[src/rtl/ball_ctrl_pkg.sv]
// Shared pong constants: screen limits, paddle geometry, game rules, FSM encoding.
package ball_ctrl_pkg;

    localparam int unsigned POS_W   = 11;
    localparam int unsigned SCORE_W = 4;
    localparam int unsigned HOLD_W  = 7;

    localparam logic [POS_W-1:0] V_MIN   = 11'd8;
    localparam logic [POS_W-1:0] V_MAX   = 11'd592;
    localparam logic [POS_W-1:0] H_MIN   = 11'd8;
    localparam logic [POS_W-1:0] H_MAX   = 11'd792;
    localparam logic [POS_W-1:0] PAD_L_H = 11'd24;
    localparam logic [POS_W-1:0] PAD_R_H = 11'd776;
    localparam logic [POS_W:0]   PAD_LEN = 12'd80;

    localparam logic [HOLD_W-1:0]  HOLD = 7'd120;
    localparam logic [SCORE_W-1:0] WIN  = 4'd9;

    typedef enum logic [1:0] {
        ST_IDLE = 2'd0,
        ST_PLAY = 2'd1,
        ST_MISS = 2'd2,
        ST_OVER = 2'd3
    } state_e;

    // Ball row inside paddle span; pad+PAD_LEN is widened so a low paddle cannot wrap.
    function automatic logic in_span(input logic [POS_W-1:0] pad, input logic [POS_W-1:0] v);
        logic [POS_W:0] v_w;
        logic [POS_W:0] pad_w;
        v_w   = {1'b0, v};
        pad_w = {1'b0, pad};
        return (v_w >= pad_w) && (v_w < (pad_w + PAD_LEN));
    endfunction

    // Score increment that stops at the winning value.
    function automatic logic [SCORE_W-1:0] sat_inc(input logic [SCORE_W-1:0] s);
        return (s >= WIN) ? s : s + 4'd1;
    endfunction

endpackage

[src/rtl/ball_ctrl_if.sv]
// Ball controller bus: positions in, direction/game status out.
interface ball_ctrl_if;
    import ball_ctrl_pkg::*;

    logic                 start;
    logic [POS_W-1:0]     v_pos;
    logic [POS_W-1:0]     h_pos;
    logic [POS_W-1:0]     pad_l_v;
    logic [POS_W-1:0]     pad_r_v;
    logic                 dh;
    logic                 dv;
    logic                 pause;
    logic                 serve;
    logic [SCORE_W-1:0]   score_l;
    logic [SCORE_W-1:0]   score_r;
    logic                 hit;

    modport master (
        output start, v_pos, h_pos, pad_l_v, pad_r_v,
        input  dh, dv, pause, serve, score_l, score_r, hit
    );

    modport slave (
        input  start, v_pos, h_pos, pad_l_v, pad_r_v,
        output dh, dv, pause, serve, score_l, score_r, hit
    );

endinterface

[src/rtl/ball_ctrl_hold_timer.sv]
// Loadable down-counter timing the pause after a missed ball.
module ball_ctrl_hold_timer
    import ball_ctrl_pkg::*;
(
    input  logic              clk,
    input  logic              rst,
    input  logic              load,
    input  logic [HOLD_W-1:0] load_val,
    output logic              done_c
);

    logic [HOLD_W-1:0] count_q;
    logic [HOLD_W-1:0] count_d;

    // Load has priority; otherwise count down and stop at zero.
    always_comb begin
        count_d = count_q;
        if (load) begin
            count_d = load_val;
        end else if (count_q != '0) begin
            count_d = count_q - 7'd1;
        end
    end

    // Counter register.
    always_ff @(posedge clk) begin
        if (rst) begin
            count_q <= '0;
        end else begin
            count_q <= count_d;
        end
    end

    assign done_c = (count_q == '0);

endmodule

[src/rtl/ball_ctrl.sv]
// Pong ball controller: bounces, paddle hits, misses, scoring and serve sequencing.
module ball_ctrl
    import ball_ctrl_pkg::*;
(
    input  logic        clk,
    input  logic        rst,
    ball_ctrl_if.slave  bus
);

    // Timer reaches zero on the HOLD-th cycle spent in MISS.
    localparam logic [HOLD_W-1:0] HOLD_LOAD = HOLD - 7'd1;

    state_e               state_q, state_d;
    logic                 dh_q, dh_d;
    logic                 dv_q, dv_d;
    logic                 pause_q, pause_d;
    logic                 serve_q, serve_d;
    logic                 hit_q, hit_d;
    logic [SCORE_W-1:0]   score_l_q, score_l_d;
    logic [SCORE_W-1:0]   score_r_q, score_r_d;
    logic                 hold_load_c;
    logic                 hold_done_c;

    ball_ctrl_hold_timer u_hold_timer (
        .clk      (clk),
        .rst      (rst),
        .load     (hold_load_c),
        .load_val (HOLD_LOAD),
        .done_c   (hold_done_c)
    );

    // Next-state and registered-output logic.
    always_comb begin
        state_d     = state_q;
        dh_d        = dh_q;
        dv_d        = dv_q;
        pause_d     = pause_q;
        serve_d     = 1'b0;
        hit_d       = 1'b0;
        score_l_d   = score_l_q;
        score_r_d   = score_r_q;
        hold_load_c = 1'b0;

        unique case (state_q)
            ST_IDLE: begin
                pause_d = 1'b1;
                if (bus.start) begin
                    serve_d = 1'b1;
                    pause_d = 1'b0;
                    state_d = ST_PLAY;
                end
            end

            ST_PLAY: begin
                pause_d = 1'b0;
                // Vertical walls, independent of the horizontal checks.
                if (!dv_q && (bus.v_pos <= V_MIN)) begin
                    dv_d = 1'b1;
                end else if (dv_q && (bus.v_pos >= V_MAX)) begin
                    dv_d = 1'b0;
                end
                // Horizontal: a miss outranks a paddle hit.
                if (!dh_q && (bus.h_pos <= H_MIN)) begin
                    score_r_d   = sat_inc(score_r_q);
                    pause_d     = 1'b1;
                    hold_load_c = 1'b1;
                    state_d     = ST_MISS;
                end else if (dh_q && (bus.h_pos >= H_MAX)) begin
                    score_l_d   = sat_inc(score_l_q);
                    pause_d     = 1'b1;
                    hold_load_c = 1'b1;
                    state_d     = ST_MISS;
                end else if (!dh_q && (bus.h_pos <= PAD_L_H) && in_span(bus.pad_l_v, bus.v_pos)) begin
                    dh_d  = 1'b1;
                    hit_d = 1'b1;
                end else if (dh_q && (bus.h_pos >= PAD_R_H) && in_span(bus.pad_r_v, bus.v_pos)) begin
                    dh_d  = 1'b0;
                    hit_d = 1'b1;
                end
            end

            ST_MISS: begin
                pause_d = 1'b1;
                if (hold_done_c) begin
                    if ((score_l_q == WIN) || (score_r_q == WIN)) begin
                        state_d = ST_OVER;
                    end else begin
                        // dh still holds the direction of the missed ball; serve
                        // back the other way, toward the player who won the point.
                        dh_d    = ~dh_q;
                        dv_d    = 1'b0;
                        serve_d = 1'b1;
                        pause_d = 1'b0;
                        state_d = ST_PLAY;
                    end
                end
            end

            ST_OVER: begin
                pause_d = 1'b1;
                if (bus.start) begin
                    score_l_d = '0;
                    score_r_d = '0;
                    dh_d      = 1'b1;
                    dv_d      = 1'b0;
                    serve_d   = 1'b1;
                    pause_d   = 1'b0;
                    state_d   = ST_PLAY;
                end
            end

            default: begin
                state_d = ST_IDLE;
                pause_d = 1'b1;
            end
        endcase
    end

    // State and output registers.
    always_ff @(posedge clk) begin
        if (rst) begin
            state_q   <= ST_IDLE;
            dh_q      <= 1'b1;
            dv_q      <= 1'b0;
            pause_q   <= 1'b1;
            serve_q   <= 1'b0;
            hit_q     <= 1'b0;
            score_l_q <= '0;
            score_r_q <= '0;
        end else begin
            state_q   <= state_d;
            dh_q      <= dh_d;
            dv_q      <= dv_d;
            pause_q   <= pause_d;
            serve_q   <= serve_d;
            hit_q     <= hit_d;
            score_l_q <= score_l_d;
            score_r_q <= score_r_d;
        end
    end

    assign bus.dh      = dh_q;
    assign bus.dv      = dv_q;
    assign bus.pause   = pause_q;
    assign bus.serve   = serve_q;
    assign bus.hit     = hit_q;
    assign bus.score_l = score_l_q;
    assign bus.score_r = score_r_q;

endmodule
[src/flat_wrapper.sv]
// flat-port wrapper written by rule: the top's interface ports become plain ports
module ball_ctrl_flat import ball_ctrl_pkg::*;
  (clk, rst, bus_start, bus_v_pos, bus_h_pos, bus_pad_l_v, bus_pad_r_v, bus_dh, bus_dv, bus_pause, bus_serve, bus_score_l, bus_score_r, bus_hit);
  ball_ctrl_if bus_i ();
  input  logic clk;
  input  logic rst;
  input wire logic [$bits(bus_i.start)-1:0] bus_start;
  input wire logic [$bits(bus_i.v_pos)-1:0] bus_v_pos;
  input wire logic [$bits(bus_i.h_pos)-1:0] bus_h_pos;
  input wire logic [$bits(bus_i.pad_l_v)-1:0] bus_pad_l_v;
  input wire logic [$bits(bus_i.pad_r_v)-1:0] bus_pad_r_v;
  output wire logic [$bits(bus_i.dh)-1:0] bus_dh;
  output wire logic [$bits(bus_i.dv)-1:0] bus_dv;
  output wire logic [$bits(bus_i.pause)-1:0] bus_pause;
  output wire logic [$bits(bus_i.serve)-1:0] bus_serve;
  output wire logic [$bits(bus_i.score_l)-1:0] bus_score_l;
  output wire logic [$bits(bus_i.score_r)-1:0] bus_score_r;
  output wire logic [$bits(bus_i.hit)-1:0] bus_hit;
  assign bus_i.start = bus_start;
  assign bus_i.v_pos = bus_v_pos;
  assign bus_i.h_pos = bus_h_pos;
  assign bus_i.pad_l_v = bus_pad_l_v;
  assign bus_i.pad_r_v = bus_pad_r_v;
  assign bus_dh = bus_i.dh;
  assign bus_dv = bus_i.dv;
  assign bus_pause = bus_i.pause;
  assign bus_serve = bus_i.serve;
  assign bus_score_l = bus_i.score_l;
  assign bus_score_r = bus_i.score_r;
  assign bus_hit = bus_i.hit;
  ball_ctrl u_core (.clk(clk), .rst(rst), .bus(bus_i));
endmodule
[config.mk]
export PLATFORM = sky130hd
export DESIGN_NAME = ball_ctrl_flat
export DESIGN_NICKNAME = d
export VERILOG_FILES = /design/src/rtl/ball_ctrl_pkg.sv /design/src/rtl/ball_ctrl_if.sv /design/src/rtl/ball_ctrl_hold_timer.sv /design/src/rtl/ball_ctrl.sv /design/src/flat_wrapper.sv
export SDC_FILE = /design/constraint.sdc
export NUM_CORES = 1
export LEC_CHECK = 0
export CORE_UTILIZATION = 50
export DETAILED_ROUTE_END_ITERATION = 8
export GPL_TIMING_DRIVEN = 0
export PLACE_DENSITY = 0.89
export SYNTH_ARGS = -nofsm -noshare
export SYNTH_HDL_FRONTEND = slang
export SYNTH_SLANG_ARGS = --single-unit
[constraint.sdc]
create_clock -name clk -period 3.4 [get_ports clk]
set_input_delay 1.02 -clock clk [delete_from_list [all_inputs] [get_ports clk]]
set_output_delay 1.02 -clock clk [all_outputs]
set_load 0.02 [all_outputs]
# Yosys cells after proc, flatten, opt, wreduce, memory -nomap -nowiden
# Index checks and enable logic that the tools add are counted.
totals:
  register_bits: 22
  in_bits: 47
  out_inout_bits: 13
  word_cells: 117
op_classes:
  n_addsub: 5
  n_lt_le_gt_ge: 12
  n_eq_ne: 18
  n_mux: 43
  bitwise_logic: 2
  reduce_logical: 27
ops:
  columns: ["op", "count"]
  rows:
  - ["$ge 11x10->1 const B", 3]
  - ["$add 11x7->12 const B", 2]
  - ["$lt 11x12->1", 2]
  - ["$mux 4", 6]
  - ["$mux 1", 23]
  - ["$ge 11x11->1", 2]
  - ["$le 11x4->1 const B", 2]
  - ["$pmux 4 s2", 2]
  - ["$mux 7", 2]
  - ["$ne 2x2->1 const B", 6]
  - ["$le 11x5->1 const B", 1]
  - ["$logic_and 1x1->1", 10]
  - ["$mux 2", 5]
  - ["$reduce_and 5->1", 2]
  - ["$ne 3x1->1 const B", 3]
  - ["$pmux 1 s3", 3]
  - ["$add 4x1->4 const B", 2]
  - ["$eq 4x4->1 const B", 2]
  - ["$ge 4x4->1 const B", 2]
  - ["$ne 2x1->1 const B", 4]
  - ["$logic_not 7->1", 1]
  - ["$reduce_and 7->1", 1]
  - ["$reduce_bool 7->1", 1]
  - ["$sub 7x1->7 const B", 1]
  - ["other kinds (14)", 19]

# Longest topological paths before layout
# Gate-level depths: netlist (run 1).
logic_depth:
  ltp_word: 9
  mapped_depth: 10
  ltp_nobuf: 10

# By module
# Synthesis (run 1) repeated with hierarchy kept, for this count alone.
hier_totals:
  cells_unflattened: 324
  area_unflattened_um2: 2482.4
by_module_without_submodules:
  columns: ["mod", "n_inst", "cells_each", "area_each_um2", "seq_area_each_um2"]
  rows:
  - ["ball_ctrl", 1, 277, 2083.2, 300.3]
  - ["ball_ctrl_hold_timer", 1, 47, 399.1, 140.1]

# Worst setup path before layout (run 1)
# OpenSTA, ideal clock, no wires.
synth_path:
  path_kind: "input to register"
  start: "in bus_pad_r_v[4]"
  end: "reg u_core.dh_q, in the netlist u_core.bus.dh"
  setup_ns: 0.120
  arrival_time_ns: 2.971
  required_time_ns: 3.280
  setup_slack_ns: 0.309
  stages: 10
  path_buffers: 0
  cell_sequence: "ha_1 o21ai_0 xnor2_1 ha_1 a21oi_1 nand2_1 a2111oi_0 a31oi_1 o21a_1 o31a_1"
synth_via:
  elab_chain_len: 6
  elab_cells_between_ends: 7
  classes_between: "add/sub: 1; order compare: 2; eq/ne: 1; reduce/logical: 3"
synth_rtl:
  columns: ["item", "line_no", "text"]
  rows:
  - ["start: declaration", "flat_wrapper.sv:11", "input wire logic [$bits(bus_i.pad_r_v)-1:0] bus_pad_r_v;"]
  - ["$add 11x7->12", "ball_ctrl_pkg.sv:32", "return (v_w >= pad_w) && (v_w < (pad_w + PAD_LEN));"]
  - ["$lt 11x12->1", "ball_ctrl_pkg.sv:32", null]
  - ["$logic_and 1x1->1 (*)", "ball_ctrl_pkg.sv:32", null]
  - ["$logic_and 1x1->1 (*)", "ball_ctrl.sv:76", "end else if (dh_q && (bus.h_pos >= PAD_R_H) && in_span(bus.pad_r_v, bus.v_pos)) begin"]
  - ["$ne 3x1->1 (no source line) (*)", null, null]
  - ["$reduce_and 7->1 (no source line) (*)", null, null]
  - ["end signal: assignment", "ball_ctrl.sv:132", "dh_q <= dh_d;"]
  - ["end: declaration", "ball_ctrl.sv:14", "logic dh_q, dh_d;"]
# Mark *: on every way between the ends. The rest lies on a longest branch, timed or not.
# A chain may end at the register's enable or synchronous reset.

# Final worst setup path (run 1)
layout_path:
  start: "in bus_pad_l_v[7]"
  end: "reg u_core.dh_q, in the netlist u_core.bus.dh"
layout_via:
  elab_chain_len: 8
  elab_cells_between_ends: 11
  classes_between: "add/sub: 1; order compare: 2; eq/ne: 1; mux: 4; reduce/logical: 3"
layout_rtl:
  columns: ["item", "line_no", "text"]
  rows:
  - ["start: declaration", "flat_wrapper.sv:10", "input wire logic [$bits(bus_i.pad_l_v)-1:0] bus_pad_l_v;"]
  - ["$add 11x7->12", "ball_ctrl_pkg.sv:32", null]
  - ["$lt 11x12->1", "ball_ctrl_pkg.sv:32", null]
  - ["$logic_and 1x1->1 (*)", "ball_ctrl_pkg.sv:32", null]
  - ["$logic_and 1x1->1 (*)", "ball_ctrl.sv:73", "end else if (!dh_q && (bus.h_pos <= PAD_L_H) && in_span(bus.pad_l_v, bus.v_pos)) begin"]
  - ["$mux 1", "ball_ctrl.sv:73", null]
  - ["$mux 1", "ball_ctrl.sv:68", "end else if (dh_q && (bus.h_pos >= H_MAX)) begin"]
  - ["$mux 1", "ball_ctrl.sv:63", "if (!dh_q && (bus.h_pos <= H_MIN)) begin"]
  - ["$pmux 1 s3", "ball_ctrl.sv:44", "unique case (state_q)"]
# Mark *: on every way between the ends. The rest lies on a longest branch, timed or not. The select of a mux whose other input is x is not followed.

==> results of run 1 <==
Yosys cell counts (2+ instances only):
| library cell | number |
|---|---|
| a2111oi_0 | 2 |
| a211oi_1 | 6 |
| a21o_1 | 5 |
| a21oi_1 | 39 |
| a41oi_1 | 3 |
| and3_1 | 2 |
| clkbuf_1 | 5 |
| dfxtp_1 | 22 |
| ha_1 | 49 |
| inv_1 | 36 |
| nand2_1 | 18 |
| nand2b_1 | 2 |
| nand3_1 | 9 |
| nand3b_1 | 7 |
| nand4_1 | 3 |
| nor2_1 | 20 |
| nor2b_1 | 4 |
| nor3_1 | 11 |
| nor4_1 | 5 |
| o211ai_1 | 2 |
| o21a_1 | 3 |
| o21ai_0 | 20 |
| o31a_1 | 2 |
| o31ai_1 | 5 |
| xnor2_1 | 10 |
| xor2_1 | 4 |
layout make-up:
cell class / instances / area, um^2
plain buffers: 5 / 18.8
clock inverters: 1 / 30.0
repair buffers: 61 / 621
fillers: 351 / 1250
inverters: 36 / 135
clock buffers: 3 / 41.3
flip-flops and latches: 22 / 440
well taps: 52 / 65.1
multi-input cells: 247 / 1870
flip-flops by register name, summed over array words and instances (netlist names):
signal	cells
u_core.u_hold_timer.count_q	7
u_core.bus.score_l	4
u_core.bus.score_r	4
u_core.state_q	2
u_core.bus.dh	1
u_core.bus.dv	1
u_core.bus.hit	1
u_core.bus.pause	1
u_core.bus.serve	1
tightest hold or removal path, stage by stage (launching register included):
cell     delay [ns]
dfxtp_1        0.32
nand2_1        0.05
a21oi_1        0.05
worst paths after layout:
kind                                                from  slack [ns]                                     endpoint
max                                       bus_pad_l_v[7]        0.08                   u_core.bus.dh$_SDFFE_PP1P_
min reg2reg  u_core.u_hold_timer.count_q[6]$_SDFFE_PP0P_        0.47  u_core.u_hold_timer.count_q[6]$_SDFFE_PP0P_
min          u_core.u_hold_timer.count_q[6]$_SDFFE_PP0P_        0.47  u_core.u_hold_timer.count_q[6]$_SDFFE_PP0P_
max reg2reg  u_core.u_hold_timer.count_q[3]$_SDFFE_PP0N_        1.03                   u_core.bus.dh$_SDFFE_PP1P_
timing repair:
item	in CTS	in global routing
hold buffers	0	0
setup endpoints to repair	1	2
pin swaps	1	3
resized for setup	8	15
setup buffers	2	0
kinds of logic (layout without fill, tap and decap cells):
family,after synthesis,in the layout,share of synthesized area
flops,22,22,0.184
xor+xnor,14,14,0.0513
fa+ha+maj,49,49,0.257
simple gates,92,92,0.211
buf+inv,41,106,0.0644
compound gates,92,92,0.233
per-layer routing:
layer | up-vias | track usage | share of wire
li1 | 1262 | - | -
met1 | 1152 | 0.305 | 0.45
met4 | 0 | 0.0444 | 0.0067
met2 | 88 | 0.448 | 0.49
met3 | 6 | 0.0342 | 0.056
met5 | - | 0 | 0
power by group through the flow:
stage,Sequential (mW),Clock (mW),Combinational [mW]
after floorplan,0.433,0,0.535
after global placement,0.405,0,0.783
after detailed placement,0.411,0,0.821
after CTS,0.407,0.252,0.839
after global routing,0.422,0.259,0.964
final,0.409,0.249,0.860
==> flow_summary.ini, run 1 <==
[cts]
clock_latency_ns = 0.27
clock_path_buffers = 2
clkSinkCount = 22
cts_tree = yes
cts-root-buf = clkbuf_8
numCtsBuffers = 3
cts_max_level = 1
cts.reportedPaths.clkPinSlew_ns = 0.09

[routing]
vias = 2508
ant_nets = 0
drc = 6
wl_mm = 6.15
drt_iter0_drc = 163
drt_first_pass_iters = 7
wl_per_cell_um = 14.4
viasPerCell = 5.87

[cells_and_area]
fin_cells = 427
area_growth_pct = 34.8
final_common_cell = clkdlybuf4s50_1
num_antenna_cells = 0
mostFrequentLayoutCells = 53 x clkdlybuf4s50_1, 47 x ha_1, 38 x a21oi_1, 35 x inv_1, 22 x dfxtp_1
fin_util = 0.720
final_cell_area_um2 = 3220
drive_above_1_share = 0.0587
layout.nets = 472

[sta]
final_hold_viol_count = 0
min_period_ns = 3.32
slew_viol_final = 0
fin_crit_sh = 0.978
slew_headroom = 0.532
final.setup.tns_ns = 0
whs_ns = 0.466
worst_slew_pin_slew_ns = 0.693
fmax_ghz = 0.301
finalSetupViolations = 0
layout_setup_ws_ns = 0.0763
fin_skew_ns = 0.00947

[die]
die_area_um2 = 5060
num_io_pins = 60
core_area_um2 = 4470
die_h_um = 71.1
initial_core_util = 0.534
die_w_um = 71.1
fp-row-count = 24

[setup_path]
cpLargestDelayFamily = compound AO/OA/AOI/OAI gates
cp-start-kind = input pin
crit_buf_inv = 2
worstPathArrival_ns = 3.49
cp_max_fo = 4
path_class = in2reg
crit_chain = clkdlybuf4s50_1, inv_2, xnor2_2, ha_1, a2111oi_2, nand3_1, a221oi_2, a31oi_2, o21a_1, o31a_1
critPathSlowestCell = clkdlybuf4s50_1
cp_num_cells = 10
cpPeakStageDelay_ns = 0.54
rr_worst_depth = 8
end_kind = register
worst_ep_required_time_ns = 3.57

[power]
p_leak_nw = 1.42
internal_power_mw = 0.872
switching_share = 0.426
p_comb_frac = 0.566
power_switching_mw = 0.646
seqPwrFrac = 0.269
power_density_nw_per_um2 = 471
p_clk_frac = 0.164
p_total_mw = 1.52
peakVddDrop_v = 0.000299

[synthesis]
synth-seq-area-share = 0.184
synthFlopType = dfxtp_1
synth_area_leaders = ha_1 26%, dfxtp_1 18%, a21oi_1 8.2%
ys_ff_latch = 22
synth_edf_count = 0
synth_area_um2 = 2390
netlist_instances = 310
netlist.area_leader.share = 0.257
yosys_warnings = 0
netlist-cell-type-count = 42
avgSynthCellArea_um2 = 7.70
synthArstFlopShare = 0
yosysTopAreaCell = ha_1
synth_nets = 406

[worst_hold_path]
hp-class = reg2reg
min_path_cells = 2

[placed_design]
placedCellCount = 421
place_area_um2 = 3040
io_buffers = 59
preCtsSetupSlack_ns = -0.476
post-dp-hpwl_mm = 4.87
gp_congestion = 0.835

[job]
maxCapViolCount = 0

[global_routing]
grt_overflow_total = 0
grt_pass1_vias = 2411
antenna_found_initial = 0
grt_max_degree = 14
grt_pass1_wl_mm = 10.2
grt.total_usage = 0.244

[status]
violations = DRC
status = finished with violations
Power figures use the tool's default switching activity.
==> run 2, diff against run 1 <==
- CORE_UTILIZATION: 50 -> 51
- PLACE_DENSITY: 0.89 -> 0.9
- SYNTH_HIERARCHICAL: unset -> 1
==> run 2 against run 1 <==
The run now ends clean. Clock-buffer cell count unchanged. Utilization decreased by 2.3 points. Largest cell class unchanged. Design area increased by 1.5%. Fmax increased by 1.7%. Total power increased by 4.3%. Sequential share of layout area decreased by 0.20 points. Routed wire length increased by 1.3%. Register-to-register slack improved by 0.07 ns. Combinational power increased by 8.8%. Synthesized area increased by 3.9%. Sequential power decreased by 2%. First-iteration DRC count decreased by 24%.
==> flow_summary.ini, run 2 <==
[status]
status = completed

[job]
maxCapViolCount = 0

[synthesis]
synth_area_um2 = 2480
netlist-cell-type-count = 51
yosysMostFrequentCell = ha_1
ys_ff_latch = 22
avgSynthCellArea_um2 = 7.66
synthFlopType = dfxtp_1
synth-seq-area-share = 0.177
yosys_warnings = 6
netlist_instances = 324
yosysTopAreaCell = ha_1
yosys-top-cells-count = 50 x ha_1, 41 x inv_1, 34 x a21oi_1, 24 x nand2_1, 22 x dfxtp_1
synth_area_leaders = ha_1 25%, dfxtp_1 18%, a21oi_1 6.9%
synthArstFlopShare = 0
netlist.area_leader.share = 0.252
synth_edf_count = 0

[cells_and_area]
layout.nets = 490
final_cell_area_um2 = 3270
num-fill-cells = 369
num_antenna_cells = 0
drive_above_1_share = 0.0663
regMostFlops = u_core/u_hold_timer/count_q
final_common_cell = clkdlybuf4s50_1
area_growth_pct = 31.7
largest_reg_flops = 7
fin_cells = 446
mostFrequentLayoutCells = 53 x clkdlybuf4s50_1, 48 x ha_1, 41 x inv_1, 31 x a21oi_1, 24 x nand2_1

[global_routing]
grt_pass1_wl_mm = 10.4
grt_pass1_vias = 2546
grt_overflow_total = 0
grt.total_usage = 0.247
grt_max_degree = 14
antenna_found_initial = 0

[cts]
clock_path_buffers = 2
cts_tree = yes
clock_latency_ns = 0.26
hold_buffers = 0
cts.reportedPaths.clkPinSlew_ns = 0.09
cts-root-buf = clkbuf_8
clkSinkCount = 22
cts_max_level = 1
numCtsBuffers = 3

[routing]
drt_iter0_drc = 124
wl_per_cell_um = 14.0
ant_nets = 0
vias = 2564
wl_mm = 6.23
drt_first_pass_iters = 4
viasPerCell = 5.75
drc = 0

[setup_path]
worst_ep_required_time_ns = 3.56
cp-start-kind = input pin
worstPathArrival_ns = 3.42
rr_worst_depth = 9
timing.rr.start = u_core/bus.score_l[1]$_SDFFE_PP0P_
path_class = in2reg
end_kind = register
startpoint = bus_pad_l_v[9]
cp_max_fo = 3

[die]
die_w_um = 71.8
fp-row-count = 25
die_area_um2 = 5150
num_io_pins = 60
initial_core_util = 0.529
die_h_um = 71.8
core_area_um2 = 4690

[placed_design]
place_area_um2 = 3150
placedCellCount = 441
post-dp-hpwl_mm = 4.84
io_buffers = 58
gp_congestion = 0.850

[power]
power_density_nw_per_um2 = 485
p_leak_nw = 1.49
peakVddDrop_v = 0.000205
p_total_mw = 1.58

[sta]
slew_viol_final = 0
fin_skew_ns = 0.00544
worst_slew_pin_slew_ns = 0.546
final_hold_viol_count = 0
min_period_ns = 3.27
finalSetupViolations = 0
slew_headroom = 0.636
fmax_ghz = 0.306
fin_crit_sh = 0.961

[worst_hold_path]
min_path_cells = 2
worstHoldStart = u_core/bus.score_l[1]$_SDFFE_PP0P_
hp-class = reg2reg
## run 2: what timing repair did
| item | in CTS | in global routing |
|---|---|---|
| endpoints found under the setup margin | 0 | 2 |
| setup buffers | 0 | 1 |
| gates resized for setup | 0 | 13 |
## run 2: cell families after synthesis
logic type | Yosys count | share of synthesized area
AOI/OAI and AO/OA | 86 | 0.220
xor gates and xnor gates | 16 | 0.0564
adders and majority gates | 50 | 0.252
buffers and inverters | 50 | 0.0837
DFF | 22 | 0.177
muxes | 2 | 0.00857
other | 2 | 0.00303
and+or+nand+nor | 96 | 0.199
## run 2: layer usage
metal / share of wire / vias to the layer above / track usage
met5: 0 / - / 0
li1: - / 1274 / -
met2: 0.53 / 90 / 0.491
met3: 0.042 / 17 / 0.0267
met1: 0.41 / 1183 / 0.265
met4: 0.024 / 0 / 0.0937
## run 2: per-stage QoR
stage          TNS (ns)  utilization  worst slack, ns  hold slack, ns
6_report              0        0.697            0.133           0.525
3_5_place_dp     -0.271        0.671           -0.221           0.511
4_1_cts               0        0.686           0.0571           0.523
2_1_floorplan         0            -            0.485           0.488
3_3_place_gp     -0.195        0.671           -0.186           0.467
5_1_grt         -0.0482        0.697          -0.0482           0.548
## run 2: path summary, 6_finish.rpt
path	endpoint	slack, ns
setup reg to reg	u_core/bus.score_l[3]$_SDFFE_PP0P_	1.10
hold reg to reg	u_core/bus.score_l[1]$_SDFFE_PP0P_	0.53
hold / removal	u_core/bus.score_l[1]$_SDFFE_PP0P_	0.53
setup / recovery	u_core/bus.dh$_SDFFE_PP1P_	0.13
## run 2: critical path, stage by stage
cell and delay, ns:
clkdlybuf4s50_1 0.52, nand3_1 0.11, o21bai_1 0.18, xnor2_1 0.14
ha_1 0.32, a21oi_2 0.14, a21oi_1 0.08, nor4_2 0.36
a31oi_1 0.16, a211o_1 0.31, o311a_1 0.10
## run 2: power by group
part	switching (mW)	internal [mW]	total, mW
Clock	0.0909	0.157	0.248
Sequential	0.0702	0.329	0.399
Combinational	0.495	0.441	0.936
## run 2: cell type report
type / count / area [um^2] / share of cell area
multi-input cells: 257 / 1880 / 0.575
repair buffers: 59 / 601 / 0.184
flip-flops and latches: 22 / 440 / 0.135
inverters: 42 / 163 / 0.0498
well taps: 54 / 67.6 / 0.0207
plain buffers: 8 / 45.0 / 0.0138
clock buffers: 3 / 41.3 / 0.0126
clock inverters: 1 / 30.0 / 0.00919
==> run 3, diff against run 2 <==
- CORE_ASPECT_RATIO: unset -> 0.9
==> run 3 against run 2 <==
Design area decreased by 0.27%. Register-to-register slack better by 0.08 ns. Cell count is 1.8% higher. Clock skew decreased by 0.0010 ns. Die area about the same. Critical endpoint unchanged. Largest cell class unchanged. Largest power group unchanged.
==> flow_summary.ini, run 3 (synthesis gave the netlist of run 2 again) <==
[status]
status = completed

[cells_and_area]
regMostFlops = u_core/u_hold_timer/count_q
fin_util = 0.712
largest_reg_flops = 7
fin_cells = 454
layout.nets = 490
mostFrequentLayoutCells = 53 x clkdlybuf4s50_1, 48 x ha_1, 41 x inv_1, 32 x a21oi_1, 24 x nand2_1
final_cell_area_um2 = 3260
area_growth_pct = 31.3
num_antenna_cells = 0
drive_above_1_share = 0.0638
final_common_cell = clkdlybuf4s50_1

[setup_path]
startpoint = bus_pad_l_v[6]
critPathSlowestCell = clkdlybuf4s50_1
timing.rr.end = u_core/bus.dh$_SDFFE_PP1P_
crit_buf_inv = 1
cp_max_fo = 5
rr_worst_depth = 9
end_kind = register
timing.rr.start = u_core/u_hold_timer/count_q[0]$_SDFFE_PP0P_
cpPeakStageDelay_ns = 0.49
worstPathArrival_ns = 3.44
endpoint = u_core/bus.dh$_SDFFE_PP1P_
r2r_slack_ns = 1.18
cp_num_cells = 10
cp-start-kind = input pin
path_class = in2reg
cpLargestDelayFamily = compound AO/OA/AOI/OAI gates
worst_ep_required_time_ns = 3.56
crit_chain = clkdlybuf4s50_1, a21oi_2, xnor2_1, ha_1, nand2_1, a2111oi_1, o21ai_0, a31oi_1, a21oi_1, o311a_1

[global_routing]
grt_pass1_vias = 2527
grt_pass1_wl_mm = 10.5
antenna_found_initial = 0
grt_overflow_total = 0
grt_max_degree = 13
grt.total_usage = 0.265

[die]
core_area_um2 = 4580
initial_core_util = 0.543
num_io_pins = 60
die_h_um = 68.2
die_w_um = 75.5
fp-row-count = 23
die_area_um2 = 5150

[power]
p_leak_nw = 1.48
peakVddDrop_v = 0.000369
switching_share = 0.427
p_clk_frac = 0.126
internal_power_mw = 0.873
p_comb_frac = 0.612
seqPwrFrac = 0.263
p_total_mw = 1.52
power_density_nw_per_um2 = 468
power_switching_mw = 0.651

[sta]
whs_ns = 0.532
min_period_ns = 3.28
final_hold_viol_count = 0
fmax_ghz = 0.305
layout_setup_ws_ns = 0.124
fin_skew_ns = 0.00441
fin_crit_sh = 0.964
final.setup.tns_ns = 0
finalSetupViolations = 0
slew_viol_final = 0

[placed_design]
gp_congestion = 0.823
preCtsSetupSlack_ns = -0.278
placedCellCount = 449
post-dp-hpwl_mm = 5.20
io_buffers = 58
place_area_um2 = 3160

[routing]
drt_iter0_drc = 179
vias = 2618
ant_nets = 0
drt_first_pass_iters = 4
wl_mm = 6.54
wl_per_cell_um = 14.4
drc = 0
viasPerCell = 5.77

[cts]
cts_max_level = 1
cts_tree = yes
clock_path_buffers = 2
hold_buffers = 0
numCtsBuffers = 3
cts-root-buf = clkbuf_8
clkSinkCount = 22
cts.reportedPaths.clkPinSlew_ns = 0.08
clock_latency_ns = 0.26

[worst_hold_path]
hp-class = reg2reg

[job]
maxCapViolCount = 0
==> run 3: worst min path at each step <==
stage	start	endpoint	slack, ns	depth (start not counted)
3_5_place_dp	u_core/bus.score_l[1]$_SDFFE_PP0P_	u_core/bus.score_l[1]$_SDFFE_PP0P_	0.52	2
5_1_grt	u_core/bus.score_l[1]$_SDFFE_PP0P_	u_core/bus.score_l[1]$_SDFFE_PP0P_	0.56	2
4_1_cts	u_core/bus.score_l[1]$_SDFFE_PP0P_	u_core/bus.score_l[1]$_SDFFE_PP0P_	0.53	2
6_report	u_core/bus.score_l[1]$_SDFFE_PP0P_	u_core/bus.score_l[1]$_SDFFE_PP0P_	0.53	2
3_3_place_gp	u_core/bus.dv$_SDFFE_PP0P_	u_core/bus.dv$_SDFFE_PP0P_	0.48	2
2_1_floorplan	u_core/state_q[0]$_SDFFE_PP0P_	u_core/state_q[0]$_SDFFE_PP0P_	0.49	2
==> run 3: what timing repair did <==
action	4_1_cts	5_1_grt
endpoints found under the setup margin	0	2
resized for setup	0	13
setup buffers	0	1
==> run 3: area by class of cell <==
type,instances,area (um^2)
multi-input cells,257,1880
fillers,375,1320
repair buffers,59,601
flip-flops and latches,22,440
inverters,42,163
well taps,62,77.6
clock buffers,4,55.1
plain buffers,8,45.0
==> run 3: power by group through the flow <==
stage               sequential (mW)  clock [mW]  combinational [mW]
CTS                           0.401       0.194               0.921
detailed placement            0.407           0               0.907
global placement              0.402           0               0.856
global route                  0.414       0.200                1.04
floorplan                     0.430           0               0.602
finish                        0.401       0.191               0.932
==> run 3: worst register-to-register path, cell delays in order (launching register included) <==
cell	delay, ns
dfxtp_1	0.32
inv_1	0.11
ha_1	0.16
and4b_1	0.21
buf_6	0.14
o221ai_1	0.16
a221o_1	0.35
or2_2	0.29
a211o_1	0.27
o311a_1	0.10
==> run 3: metal layers <==
layer,global-route usage,wire (um),vias to the layer above
met2,0.487,3200,107
met3,0.0339,438,26
met5,0,0,-
met1,0.321,2720,1202
met4,0.0787,184,0
li1,-,-,1283
